[config.mk]
export PLATFORM = sky130hd
export DESIGN_NAME = uart_rx_oversampled
export DESIGN_NICKNAME = d
export VERILOG_FILES = /design/src/rtl/uart_pkg.sv /design/src/rtl/baud_tick_gen.sv /design/src/rtl/uart_rx_oversampled.sv
export SDC_FILE = /design/constraint.sdc
export NUM_CORES = 1
export LEC_CHECK = 0
export CORE_MARGIN = 4
export CORE_UTILIZATION = 61
export DETAILED_ROUTE_END_ITERATION = 8
export GPL_TIMING_DRIVEN = 0
export PLACE_DENSITY = 0.93
export SLEW_MARGIN = 30
export SYNTH_ARGS = -nofsm -noshare
export SYNTH_HDL_FRONTEND = slang
export SYNTH_SLANG_ARGS = --single-unit
[constraint.sdc]
create_clock -name clk -period 4.7 [get_ports clk]
set_input_delay 0.47 -clock clk [delete_from_list [all_inputs] [get_ports clk]]
set_output_delay 0.47 -clock clk [all_outputs]
set_load 0.1 [all_outputs]
[src/rtl/uart_pkg.sv]
`default_nettype none
`timescale 1ns/1ps
// ============================================================================
// Module   : uart_pkg
// Purpose  : Shared UART types, widths and baud divider helper.
// Revision : 1.0 - initial release
// ============================================================================
package uart_pkg;

  localparam int unsigned DATA_BITS          = 8;
  localparam int unsigned DEFAULT_OVERSAMPLE = 16;

  typedef enum logic [2:0] {
    IDLE  = 3'd0,
    START = 3'd1,
    DATA  = 3'd2,
    STOP  = 3'd3,
    BREAK = 3'd4
  } uart_state_e;

  // Clock cycles per oversample tick, truncated.
  function automatic int unsigned calc_div(input int unsigned clk_freq,
                                           input int unsigned baud,
                                           input int unsigned os);
    return clk_freq / (baud * os);
  endfunction

endpackage
`default_nettype wire

[src/rtl/baud_tick_gen.sv]
`default_nettype none
`timescale 1ns/1ps
// ============================================================================
// Module   : baud_tick_gen
// Purpose  : Free-running divide-by-DIV strobe with phase-aligning clear.
// Revision : 1.0 - initial release
// ============================================================================
module baud_tick_gen #(
  parameter int unsigned DIV = 651
) (
  input  logic clk,
  input  logic rst,
  input  logic clr,
  output logic tick
);

  localparam int unsigned CW = (DIV > 1) ? $clog2(DIV) : 1;
  localparam logic [CW-1:0] c_last_cnt = CW'(DIV - 1);

  logic [CW-1:0] r_cnt;

  always_ff @(posedge clk or posedge rst) begin
    if (rst) begin
      r_cnt <= '0;
    end else if (clr || (r_cnt == c_last_cnt)) begin
      r_cnt <= '0;
    end else begin
      r_cnt <= r_cnt + 1'b1;
    end
  end

  // A clear restarts the phase, so the stale terminal count must not strobe.
  assign tick = (r_cnt == c_last_cnt) && !clr;

endmodule
`default_nettype wire

[src/rtl/uart_rx_oversampled.sv]
`default_nettype none
`timescale 1ns/1ps
// ============================================================================
// Module   : uart_rx_oversampled
// Purpose  : 8N1 UART receiver, LSB first, oversampled with mid-bit sampling.
// Revision : 1.0 - initial release
// ============================================================================
module uart_rx_oversampled
  import uart_pkg::*;
#(
  parameter int unsigned CLK_FREQ   = 100_000_000,
  parameter int unsigned BAUD_RATE  = 9600,
  parameter int unsigned OVERSAMPLE = DEFAULT_OVERSAMPLE
) (
  input  logic                 clk,
  input  logic                 rst,
  input  logic                 rx,
  output logic [DATA_BITS-1:0] rx_data,
  output logic                 rx_done,
  output logic                 frame_err,
  output logic                 rx_busy
);

  localparam int unsigned DIV = calc_div(CLK_FREQ, BAUD_RATE, OVERSAMPLE);
  localparam int unsigned TW  = $clog2(OVERSAMPLE);
  localparam logic [TW-1:0] c_half_bit = TW'(OVERSAMPLE / 2 - 1);
  localparam logic [TW-1:0] c_full_bit = TW'(OVERSAMPLE - 1);
  localparam logic [2:0]    c_last_bit = 3'(DATA_BITS - 1);

  logic [1:0]           r_sync;
  uart_state_e          r_state;
  logic [TW-1:0]        r_tick_cnt;
  logic [2:0]           r_bit_cnt;
  logic [DATA_BITS-1:0] r_sh;
  logic                 w_rx_s;
  logic                 w_tick;
  logic                 w_start_det;

  // Reset to idle-high so releasing rst never looks like a start bit.
  always_ff @(posedge clk or posedge rst) begin
    if (rst) begin
      r_sync <= 2'b11;
    end else begin
      r_sync <= {r_sync[0], rx};
    end
  end

  assign w_rx_s      = r_sync[1];
  assign w_start_det = (r_state == IDLE) && !w_rx_s;

  baud_tick_gen #(
    .DIV (DIV)
  ) u_tick (
    .clk  (clk),
    .rst  (rst),
    .clr  (w_start_det),
    .tick (w_tick)
  );

  always_ff @(posedge clk or posedge rst) begin
    if (rst) begin
      r_state    <= IDLE;
      r_tick_cnt <= '0;
      r_bit_cnt  <= '0;
      r_sh       <= '0;
      rx_data    <= '0;
      rx_done    <= 1'b0;
      frame_err  <= 1'b0;
    end else begin
      rx_done   <= 1'b0;
      frame_err <= 1'b0;
      case (r_state)
        IDLE: begin
          if (!w_rx_s) begin
            r_tick_cnt <= '0;
            r_bit_cnt  <= '0;
            r_state    <= START;
          end
        end
        START: begin
          if (w_tick) begin
            if (r_tick_cnt == c_half_bit) begin
              r_tick_cnt <= '0;
              r_state    <= w_rx_s ? IDLE : DATA;
            end else begin
              r_tick_cnt <= r_tick_cnt + 1'b1;
            end
          end
        end
        DATA: begin
          if (w_tick) begin
            if (r_tick_cnt == c_full_bit) begin
              r_sh       <= {w_rx_s, r_sh[DATA_BITS-1:1]};
              r_tick_cnt <= '0;
              if (r_bit_cnt == c_last_bit) begin
                r_state <= STOP;
              end else begin
                r_bit_cnt <= r_bit_cnt + 1'b1;
              end
            end else begin
              r_tick_cnt <= r_tick_cnt + 1'b1;
            end
          end
        end
        STOP: begin
          if (w_tick) begin
            if (r_tick_cnt == c_full_bit) begin
              r_tick_cnt <= '0;
              if (w_rx_s) begin
                rx_data <= r_sh;
                rx_done <= 1'b1;
                r_state <= IDLE;
              end else begin
                frame_err <= 1'b1;
                r_state   <= BREAK;
              end
            end else begin
              r_tick_cnt <= r_tick_cnt + 1'b1;
            end
          end
        end
        BREAK: begin
          // A held-low line reports once and then waits for the line to recover.
          if (w_rx_s) begin
            r_state <= IDLE;
          end
        end
        default: r_state <= IDLE;
      endcase
    end
  end

  assign rx_busy = (r_state != IDLE);

endmodule
`default_nettype wire

==> results.py <==
metrics = {
    "route": {
        "via_per_inst": 5.888,
        "first_iter_violations": 118,
        "vias": 1319,
        "wl_met1_um": 1445,
        "drcViolationCount": 0,
        "drt_wl_total_um": 3589,
        "dr.max_layer_used": "met4",
        "wl_met2_um": 1861,
        "dr.pass1.iters": 4,
        "ant_nets": 0,
        "wire_per_inst_um": 16.02,
        "met3WireLength_um": 208,
    },
    "die": {
        "io_pins": 14,
        "dieArea_um2": 4075,
        "die_x_um": 63.84,
        "num_rows": 19,
        "core-area_um2": 2877,
        "die_height_um": 63.84,
        "start_util": 0.6612,
    },
    "clocking": {
        "clock-root-buffer": "clkbuf_4",
        "post-cts-setup-buffers": 0,
        "clock-sinks": 40,
        "clockBufferDepth": 2,
        "cts_buffers": 5,
        "ctsResizeCount": 0,
        "clk-insertion-delay-late_ns": 0.35,
        "cts_tree": "yes",
        "cts_max_level": 2,
        "hold_buffers": 0,
        "clk_pin_slew_ns": 0.12,
    },
    "final_layout": {
        "nets": 190,
        "antenna_cells": 0,
        "area_delta_synth_final_pct": 12.24,
        "final_layout_size_suffix_gt1_frac": 0.1923,
        "mostFrequentLayoutCells": "dfrtp_1 (38), nor2_1 (23), clkdlybuf4s50_1 (13), nand2_1 (11), mux2_2 (10)",
        "nFillCells": 188,
        "stdcell_area_um2": 2135,
        "mostFrequentLayoutCell": "dfrtp_1",
    },
    "sta": {
        "fin_ws_ns": 2.040,
        "slew_headroom": 0.3509,
        "finalHoldViolCount": 0,
        "rsz0062_at_grt": "no",
        "fin_worst_skew_ns": 0.007402,
        "slew_violations": 0,
        "fin_setup_tns_ns": 0,
        "setup_viol": 0,
        "period_share": 0.5661,
        "worstMarginPinSlew_ns": 0.9706,
        "max_freq_mhz": 375.9,
        "period_needed_ns": 2.661,
    },
    "setup_path": {
        "cp_top_family": "buffers and inverters",
        "cp_slowest_cell": "clkdlybuf4s50_1",
        "startpoint": "r_state[1]$_DFFE_PP0P_",
        "crit_buf_inv": 3,
        "worstPathMaxFanout": 9,
        "required_ns": 4.23,
        "end_kind": "primary output",
        "start_kind": "register",
        "worstPathCellList": "buf_4 -> inv_1 -> nand2_1 -> clkdlybuf4s50_1",
        "critPathArrivalTime_ns": 2.19,
        "crit_type": "register to primary output",
        "r2r_start": "r_tick_cnt[0]$_DFFE_PP0P_",
        "slowest_delay_ns": 1.13,
    },
    "synthesis": {
        "ys_ff_latch": 40,
        "synthArstFlopShare": 1.000,
        "synth_cell_type_count": 39,
        "synth-edff-count": 0,
        "synth_nets": 170,
        "synth_area_um2": 1902,
        "yosysSeqAreaShare": 0.5276,
        "avgSynthCellArea_um2": 11.74,
        "ys.flop_type": "dfrtp_1",
        "synthCells": 162,
        "ys_warn_count": 0,
    },
    "grt": {
        "grt_pass1_vias": 1396,
        "grt-ovfl-total": 0,
        "grt_max_degree": 41,
        "grt_pass1_wl_um": 6368,
        "gr-usage-all-layers": 0.2022,
        "antenna_found_initial": 0,
    },
    "placed_design": {
        "placed_cell_area_um2": 2085,
        "preCtsSetupSlack_ns": 2.444,
        "place.gp.congestion": 0.9242,
        "io_buffers": 13,
        "hpwl_um": 2659,
    },
    "power": {
        "vdd_drop_max_mv": 0.1565,
        "power_density_nw_per_um2": 244.3,
        "p_leak_uw": 0.001022,
    },
    "min_path": {
        "min_from": "r_sync[0]$_DFF_PP1_",
        "hold_path.class": "register to register",
    },
    "run_status": {
        "status": "complete, no violations",
    },
    "flow_run": {
        "max-cap-violations": 0,
    },
}
==> registers in the layout, summed over array words and instances (netlist names) <==
signal and flops:
r_bit_cnt 3, r_tick_cnt 4, frame_err 1, r_sh 8
r_sync 2, u_tick.r_cnt 10, rx_done 1, r_state 3
rx_data 8
==> final timing paths <==
path	cells after the start	slack (ns)	endpoint
worst min register to register	0	0.38	r_sync[1]$_DFF_PP1_
max in group asynchronous	2	3.61	u_tick.r_cnt[2]$_DFF_PP0_
worst min-delay path	0	0.38	r_sync[1]$_DFF_PP1_
worst max register to register	6	2.70	rx_data[5]$_DFFE_PP0P_
worst max-delay path	4	2.04	rx_busy
min in group asynchronous	2	0.58	r_sh[7]$_DFFE_PP0P_
==> per-layer routing <==
layer  vias up  GRT usage
met5         -          0
met2        57     0.3677
met1       643     0.2234
li1        610          -
met4         0    0.09704
met3         9    0.04203
==> area by class of cell <==
class | instances | area (um2) | area share
buffer | 4 | 26.28 | 0.01231
clock buffer | 5 | 37.54 | 0.01758
clock inverter | 2 | 12.51 | 0.005862
inverter | 6 | 22.52 | 0.01055
multi-input combinational | 112 | 849.6 | 0.3980
sequential | 40 | 1003 | 0.4701
tap | 42 | 52.55 | 0.02462
timing repair buffer | 13 | 130.1 | 0.06096
==> cells in the mapped netlist, types with 3 or more instances <==
master,instances,share of area
xnor2_1,7,0.032
o21ai_0,4,0.011
nand2_1,11,0.022
nand3_1,7,0.018
nor4_1,3,0.0099
dfrtp_1,38,0.50
mux2_4,8,0.063
inv_1,6,0.012
mux2_2,10,0.059
nor2_1,23,0.045
ha_1,5,0.033
nor3_1,5,0.013
==> where the power goes <==
group	leakage (uW)	switching (uW)	internal, uW
Clock	0.0000271	111	54.5
Sequential	0.000537	1.15	346
Combinational	0.000457	7.00	1.78
==> per-stage QoR <==
| stage | total power (uW) | hold WS (ns) | std cells | util |
|---|---|---|---|---|
| 4_1_cts | 524.7 | 0.3830 | 224 | 0.7421 |
| 3_3_place_gp | 361.9 | 0.3527 | 217 | 0.7247 |
| 3_5_place_dp | 362.6 | 0.3575 | 217 | 0.7247 |
| 6_report | 521.5 | 0.3789 | 224 | 0.7421 |
| 2_1_floorplan | 358.5 | 0.3452 | 162 | - |
| 5_1_grt | 546.0 | 0.3816 | 224 | 0.7421 |
==> logic make-up after synthesis <==
| logic type | after synthesis | share of synthesized area |
|---|---|---|
| adder cells (fa/ha/maj) | 5 | 0.03289 |
| XOR/XNOR | 9 | 0.04145 |
| AND/OR/NAND/NOR | 62 | 0.1757 |
| flip-flops | 40 | 0.5276 |
| AO/OA/AOI/OAI | 16 | 0.06382 |
| multiplexers | 20 | 0.1329 |
| buffers and inverters | 10 | 0.02566 |
Note: power is estimated with default switching activity, not from simulation.
